===== src/rtl/apb_rr_master.sv =====
// ---------------------------------------------------------------------------
// apb_rr_master
//
// Two-requester APB master with a round-robin arbiter. It serialises single
// read/write commands from the host register port (req0) and the UART bridge
// (req1) onto an 8-bit data / 4-bit address APB bus. Each transfer runs
// IDLE -> SETUP -> ACCESS. ACCESS waits on PREADY with a cycle timeout. The
// result is returned to the requester that owns the transfer as a one-cycle
// response pulse.
//
// Ports
//   PCLK, PRESETn            clock, synchronous active-low reset
//   reqN_valid/write/addr/wdata   command from requester N (held until accepted)
//   reqN_ready               combinational accept (IDLE arbitration winner)
//   respN_valid/rdata/err    registered one-cycle response to requester N
//   PSELx, PENABLE, PWRITE, PADDR, PWDATA, PRDATA, PREADY   APB bus
//   busy                     high whenever the FSM is not in IDLE
// ---------------------------------------------------------------------------
module apb_rr_master #(
  parameter int TIMEOUT = 16,  // max ACCESS cycles without PREADY, 2..255
  parameter int CNT_W   = 8    // wait counter width, 2**CNT_W > TIMEOUT
) (
  input  logic       PCLK,
  input  logic       PRESETn,
  // requester 0
  input  logic       req0_valid,
  input  logic       req0_write,
  input  logic [3:0] req0_addr,
  input  logic [7:0] req0_wdata,
  output logic       req0_ready,
  output logic       resp0_valid,
  output logic [7:0] resp0_rdata,
  output logic       resp0_err,
  // requester 1
  input  logic       req1_valid,
  input  logic       req1_write,
  input  logic [3:0] req1_addr,
  input  logic [7:0] req1_wdata,
  output logic       req1_ready,
  output logic       resp1_valid,
  output logic [7:0] resp1_rdata,
  output logic       resp1_err,
  // APB
  output logic       PSELx,
  output logic       PENABLE,
  output logic       PWRITE,
  output logic [3:0] PADDR,
  output logic [7:0] PWDATA,
  input  logic [7:0] PRDATA,
  input  logic       PREADY,
  // status
  output logic       busy
);

  typedef enum logic [1:0] {
    IDLE   = 2'd0,
    SETUP  = 2'd1,
    ACCESS = 2'd2
  } state_e;

  localparam logic [CNT_W-1:0] CntLast = CNT_W'(TIMEOUT - 1);

  state_e           state_q, state_d;
  logic             prio_q, prio_d;     // requester that wins when both are valid
  logic             owner_q, owner_d;   // requester that owns the transfer
  logic [CNT_W-1:0] cnt_q, cnt_d;
  logic             pwrite_q, pwrite_d;
  logic [3:0]       paddr_q, paddr_d;
  logic [7:0]       pwdata_q, pwdata_d;
  logic             resp0_valid_q, resp0_valid_d;
  logic [7:0]       resp0_rdata_q, resp0_rdata_d;
  logic             resp0_err_q, resp0_err_d;
  logic             resp1_valid_q, resp1_valid_d;
  logic [7:0]       resp1_rdata_q, resp1_rdata_d;
  logic             resp1_err_q, resp1_err_d;

  logic             win1;      // requester 1 is the IDLE arbitration winner
  logic             any_req;
  logic             done;      // transfer completes on this edge
  logic             done_ok;   // ... with PREADY (not a timeout)
  logic [7:0]       done_data;

  // NOTE: every signal assigned in this block gets a default first, so no
  // path can leave a value unassigned and infer a latch.
  always_comb begin
    state_d       = state_q;
    prio_d        = prio_q;
    owner_d       = owner_q;
    cnt_d         = cnt_q;
    pwrite_d      = pwrite_q;
    paddr_d       = paddr_q;
    pwdata_d      = pwdata_q;
    resp0_valid_d = 1'b0;
    resp0_rdata_d = resp0_rdata_q;
    resp0_err_d   = resp0_err_q;
    resp1_valid_d = 1'b0;
    resp1_rdata_d = resp1_rdata_q;
    resp1_err_d   = resp1_err_q;
    req0_ready    = 1'b0;
    req1_ready    = 1'b0;
    done          = 1'b0;
    done_ok       = 1'b0;

    // Requester 1 wins if it is alone, or if both ask and it holds priority.
    win1    = req1_valid && (!req0_valid || prio_q);
    any_req = req0_valid || req1_valid;

    unique case (state_q)
      IDLE: begin
        // Gated by PRESETn so ready stays low while reset is applied.
        req0_ready = PRESETn && req0_valid && !win1;
        req1_ready = PRESETn && win1;
        if (any_req) begin
          owner_d  = win1;
          prio_d   = !win1;  // the other requester wins the next tie
          pwrite_d = win1 ? req1_write : req0_write;
          paddr_d  = win1 ? req1_addr  : req0_addr;
          pwdata_d = win1 ? req1_wdata : req0_wdata;
          state_d  = SETUP;
        end
      end
      SETUP: begin
        // PREADY is deliberately ignored here.
        cnt_d   = '0;
        state_d = ACCESS;
      end
      ACCESS: begin
        if (PREADY) begin
          done    = 1'b1;
          done_ok = 1'b1;
        end else if (cnt_q == CntLast) begin
          done = 1'b1;
        end else begin
          cnt_d = cnt_q + CNT_W'(1);
        end
        if (done) state_d = IDLE;
      end
      default: state_d = IDLE;
    endcase

    // Writes and timeouts both return zero data.
    done_data = (done_ok && !pwrite_q) ? PRDATA : 8'h00;
    if (done) begin
      if (owner_q) begin
        resp1_valid_d = 1'b1;
        resp1_rdata_d = done_data;
        resp1_err_d   = !done_ok;
      end else begin
        resp0_valid_d = 1'b1;
        resp0_rdata_d = done_data;
        resp0_err_d   = !done_ok;
      end
    end
  end

  // NOTE: state registers use non-blocking assignments so every flop samples
  // the pre-edge values, regardless of statement order.
  always_ff @(posedge PCLK) begin
    if (!PRESETn) begin
      state_q       <= IDLE;
      prio_q        <= 1'b0;
      owner_q       <= 1'b0;
      cnt_q         <= '0;
      pwrite_q      <= 1'b0;
      paddr_q       <= '0;
      pwdata_q      <= '0;
      resp0_valid_q <= 1'b0;
      resp0_rdata_q <= '0;
      resp0_err_q   <= 1'b0;
      resp1_valid_q <= 1'b0;
      resp1_rdata_q <= '0;
      resp1_err_q   <= 1'b0;
    end else begin
      state_q       <= state_d;
      prio_q        <= prio_d;
      owner_q       <= owner_d;
      cnt_q         <= cnt_d;
      pwrite_q      <= pwrite_d;
      paddr_q       <= paddr_d;
      pwdata_q      <= pwdata_d;
      resp0_valid_q <= resp0_valid_d;
      resp0_rdata_q <= resp0_rdata_d;
      resp0_err_q   <= resp0_err_d;
      resp1_valid_q <= resp1_valid_d;
      resp1_rdata_q <= resp1_rdata_d;
      resp1_err_q   <= resp1_err_d;
    end
  end

  // Bus controls follow the registered state, so they drop on the same edge
  // that completes the transfer or applies reset.
  assign PSELx       = (state_q != IDLE);
  assign PENABLE     = (state_q == ACCESS);
  assign busy        = (state_q != IDLE);
  assign PWRITE      = pwrite_q;
  assign PADDR       = paddr_q;
  assign PWDATA      = pwdata_q;
  assign resp0_valid = resp0_valid_q;
  assign resp0_rdata = resp0_rdata_q;
  assign resp0_err   = resp0_err_q;
  assign resp1_valid = resp1_valid_q;
  assign resp1_rdata = resp1_rdata_q;
  assign resp1_err   = resp1_err_q;

endmodule


===== config.mk =====
export PLATFORM = sky130hd
export DESIGN_NAME = apb_rr_master
export DESIGN_NICKNAME = d
export VERILOG_FILES = /design/src/rtl/apb_rr_master.sv
export SDC_FILE = /design/constraint.sdc
export NUM_CORES = 1
export LEC_CHECK = 0
export CAP_MARGIN = 10
export CORE_MARGIN = 10
export CORE_UTILIZATION = 54
export DETAILED_ROUTE_END_ITERATION = 8
export DONT_BUFFER_PORTS = 1
export PLACE_DENSITY = 0.72
export SYNTH_ARGS = -nofsm -noshare
export SYNTH_HDL_FRONTEND = slang
export SYNTH_SLANG_ARGS = --single-unit
export TNS_END_PERCENT = 1

===== constraint.sdc =====
create_clock -name PCLK -period 1.89 [get_ports PCLK]
set_clock_uncertainty 0.1 [all_clocks]
set_input_delay 0.189 -clock PCLK [delete_from_list [all_inputs] [get_ports PCLK]]
set_output_delay 0.189 -clock PCLK [all_outputs]
set_load 0.005 [all_outputs]

==> impl_results.md <==
* Drt drc at 0
* Outcome: finished, final reports clean
* Post-place instance area at about 2000 µm²
* Sequential share of the synthesized area at 0.451
* Filler Cell Count at 270
* Fmax at around 530 MHz
* Std cell rows at 22
* Clock Path Buffers at 2
* Maxcap violations at 0
* Synthesis-stage register bit count at 45
* Most frequent cells in the layout: dfxtp_1 (45), nand2_1 (25), dlygate4sd3_1 (20)
* Hold Vio Cnt, Final at 0
* Post-synthesis cell count at 214
* Design area at between 2000 and 2500 µm²
* Post-Place Worst Slack at approximately 0.064 ns
* Final Cycle Share at 0.992
* Least-Margin Pin Slew at ~0.65 ns
* Syn. warnings at 0
* Required time of the critical path at 1.98 ns
* Iter 0 DRT Violations at ~280
* Vias in the first global route at around 1800
* Synth top area share at 0.451
* Distinct cells, synth at 41
* Initial antenna violation count at 0
* First-pass GRT wire length at 9130 µm
* CTS root buf: clkbuf_8
* Synthesized Nets at ~260
* Initial core utilization at 0.553
* Final setup margin at 0.0155 ns
* Sink Count at between 40 and 50
* Die ar. at around 6500 µm²
* Post-layout power at 2240 µW
* Critical path class: flip-flop to flip-flop
* Tot GR Track Use at 0.172
* Most common cell after layout, fill and taps aside: dfxtp_1
* Inserted Clock Buffers at 5
* Via density at ~6.3
* Area leader, netlist: dfxtp_1
* CP Launch Type: flip-flop
* Latest clock arrival within the worst-skew pair at 0.30 ns
* Core Area at 3610 µm²
* Max-slew headroom at 0.565
* Worst hold path class: input port to flip-flop
* Routed wire per std cell at between 20 and 25 µm
* RSZ-0062 raised after global routing: yes
* H-tree levels at 2
* Most area-consuming cells after synthesis: dfxtp_1 (45%), a222oi_1 (6.5%), a21boi_0 (6.4%)
* VDD IR max at approximately 0.53 mV
* DRT Wirelength at 5840 µm
* Final setup vio count at 0
* Pwr dens at about 920 nW/µm²
* Post-Synthesis Cell Area at 2000 µm²
* Chip width at ~80 µm
* Ant diodes at 0
* CTS tree: done
* 1st-pass router iterations at 5
* Syn Area/Cell at 9.33 µm²
* Final-report max-slew violation count at 0
* Routed Antenna Nets at 0
* Leak at ~0.00087 µW
* Fin util at 0.677
* GR Overflow Total at 0
* Hpwl dp at slightly below 4000 µm
* Final GP Congestion at around 0.88
* Crit. End Element: flip-flop
* Fin crit period at approximately 1.9 ns
* Critical path fanouts, max at 11
* Final net count at roughly 280
* Share of cells above drive strength 1 at 0.130
* Ports at slightly below 80
* Area delta synth->final at 22.3%
* # placed instances at between 200 and 300
* CP arrival at 1.97 ns
* Largest net degree at the start of global routing at 46
* Die height at 80.8 µm
* # port buffers at 0
* Finished Layout Cells at about 290
* Clock slew at reported path FFs at ~0.09 ns
* Vias after detailed routing at 1803
## metrics by stage
stage                     setup TNS (ns)  hold WS, ns
after CTS                              0     0.000369
after global placement                 0        0.225
after detailed placement               0        0.230
final                                  0     0.000137
after global routing              -0.352       0.0127
after floorplan                        0        0.234
## synthesized netlist by cell type (all sizes together)
cell type	number
dfxtp	45
nand2	25
o21ai	21
a21boi	17
nor2b	17
a222oi	13
clkbuf	8
nor2	7
a21oi	6
buf	6
inv	6
ha	4
nand3	4
and2	3
nand2b	3
nand4	3
o2111ai	3
a31oi	2
and4	2
nor3b	2
nor4	2
o211a	2
a21o	1
a22oi	1
a32o	1
a41oi	1
and3	1
mux2i	1
nor3	1
nor4b	1
o21bai	1
o221a	1
o311ai	1
o31a	1
o31ai	1
## where the power goes
part	leakage (µW)	switching (µW)	internal (µW)
sequential	0.000366	42.8	996
combinational	0.000438	187	161
clock	0.0000681	326	525
total	0.000872	556	1680
## cells by family after synthesis
group,synth area share
compound gates,0.277
fa+ha+maj,0.0251
buf+inv,0.0489
flops,0.451
mux,0.00502
simple gates,0.192
## worst paths after layout
path / to / cells after the start / slack, ns / start
hold reg to reg: state_q[1]$_SDFFE_PN0P_ / 2 / 0.39 / state_q[1]$_SDFFE_PN0P_
setup / recovery: resp1_rdata[6]$_SDFFE_PN0P_ / 4 / 0.02 / cnt_q[5]$_SDFFE_PN0P_
setup reg to reg: resp1_rdata[6]$_SDFFE_PN0P_ / 4 / 0.02 / cnt_q[5]$_SDFFE_PN0P_
hold / removal: PADDR[3]$_SDFFE_PN0P_ / 2 / 0.0001 / req1_addr[3]
## sequential cells by signal (all words and copies together) (netlist names)
register,flops
PADDR,4
PWDATA,8
PWRITE,1
cnt_q,8
owner_q,1
prio_q,1
resp0_err,1
resp0_rdata,8
resp0_valid,1
resp1_err,1
resp1_rdata,8
resp1_valid,1
state_q,2
## cell type report
type	count	area, µm²	share of cell area
clock inverters	3	65.1	0.0267
inverters	6	22.5	0.00923
flip-flops and latches	45	901	0.369
multi-input cells	150	1030	0.423
well taps	48	60.1	0.0246
clock buffers	5	68.8	0.0282
repair buffers	30	292	0.119
## repair_timing
item / in CTS / in global routing
pin swaps: 0 / 2
endpoints found under the hold margin: 44 / 0
resized for setup: 1 / 7
hold buffers: 21 / 0
setup buffers: 0 / 3
gates cloned: 0 / 1
endpoints found under the setup margin: 2 / 27
## layer usage
| layer | global-route usage | vias up | wire [µm] |
|---|---|---|---|
| met4 | 0.0433 | 0 | 78 |
| met3 | 0.0773 | 13 | 609 |
| met5 | 0 | - | 0 |
| li1 | - | 845 | - |
| met2 | 0.304 | 75 | 3080 |
| met1 | 0.184 | 870 | 2070 |
## critical path: stages, from the launching register on
cell,delay (ns)
dfxtp_1,0.40
nor4_4,0.50
a41oi_2,0.37
o21ai_0,0.28
a21boi_0,0.10
Power figures use the tool's default switching activity.
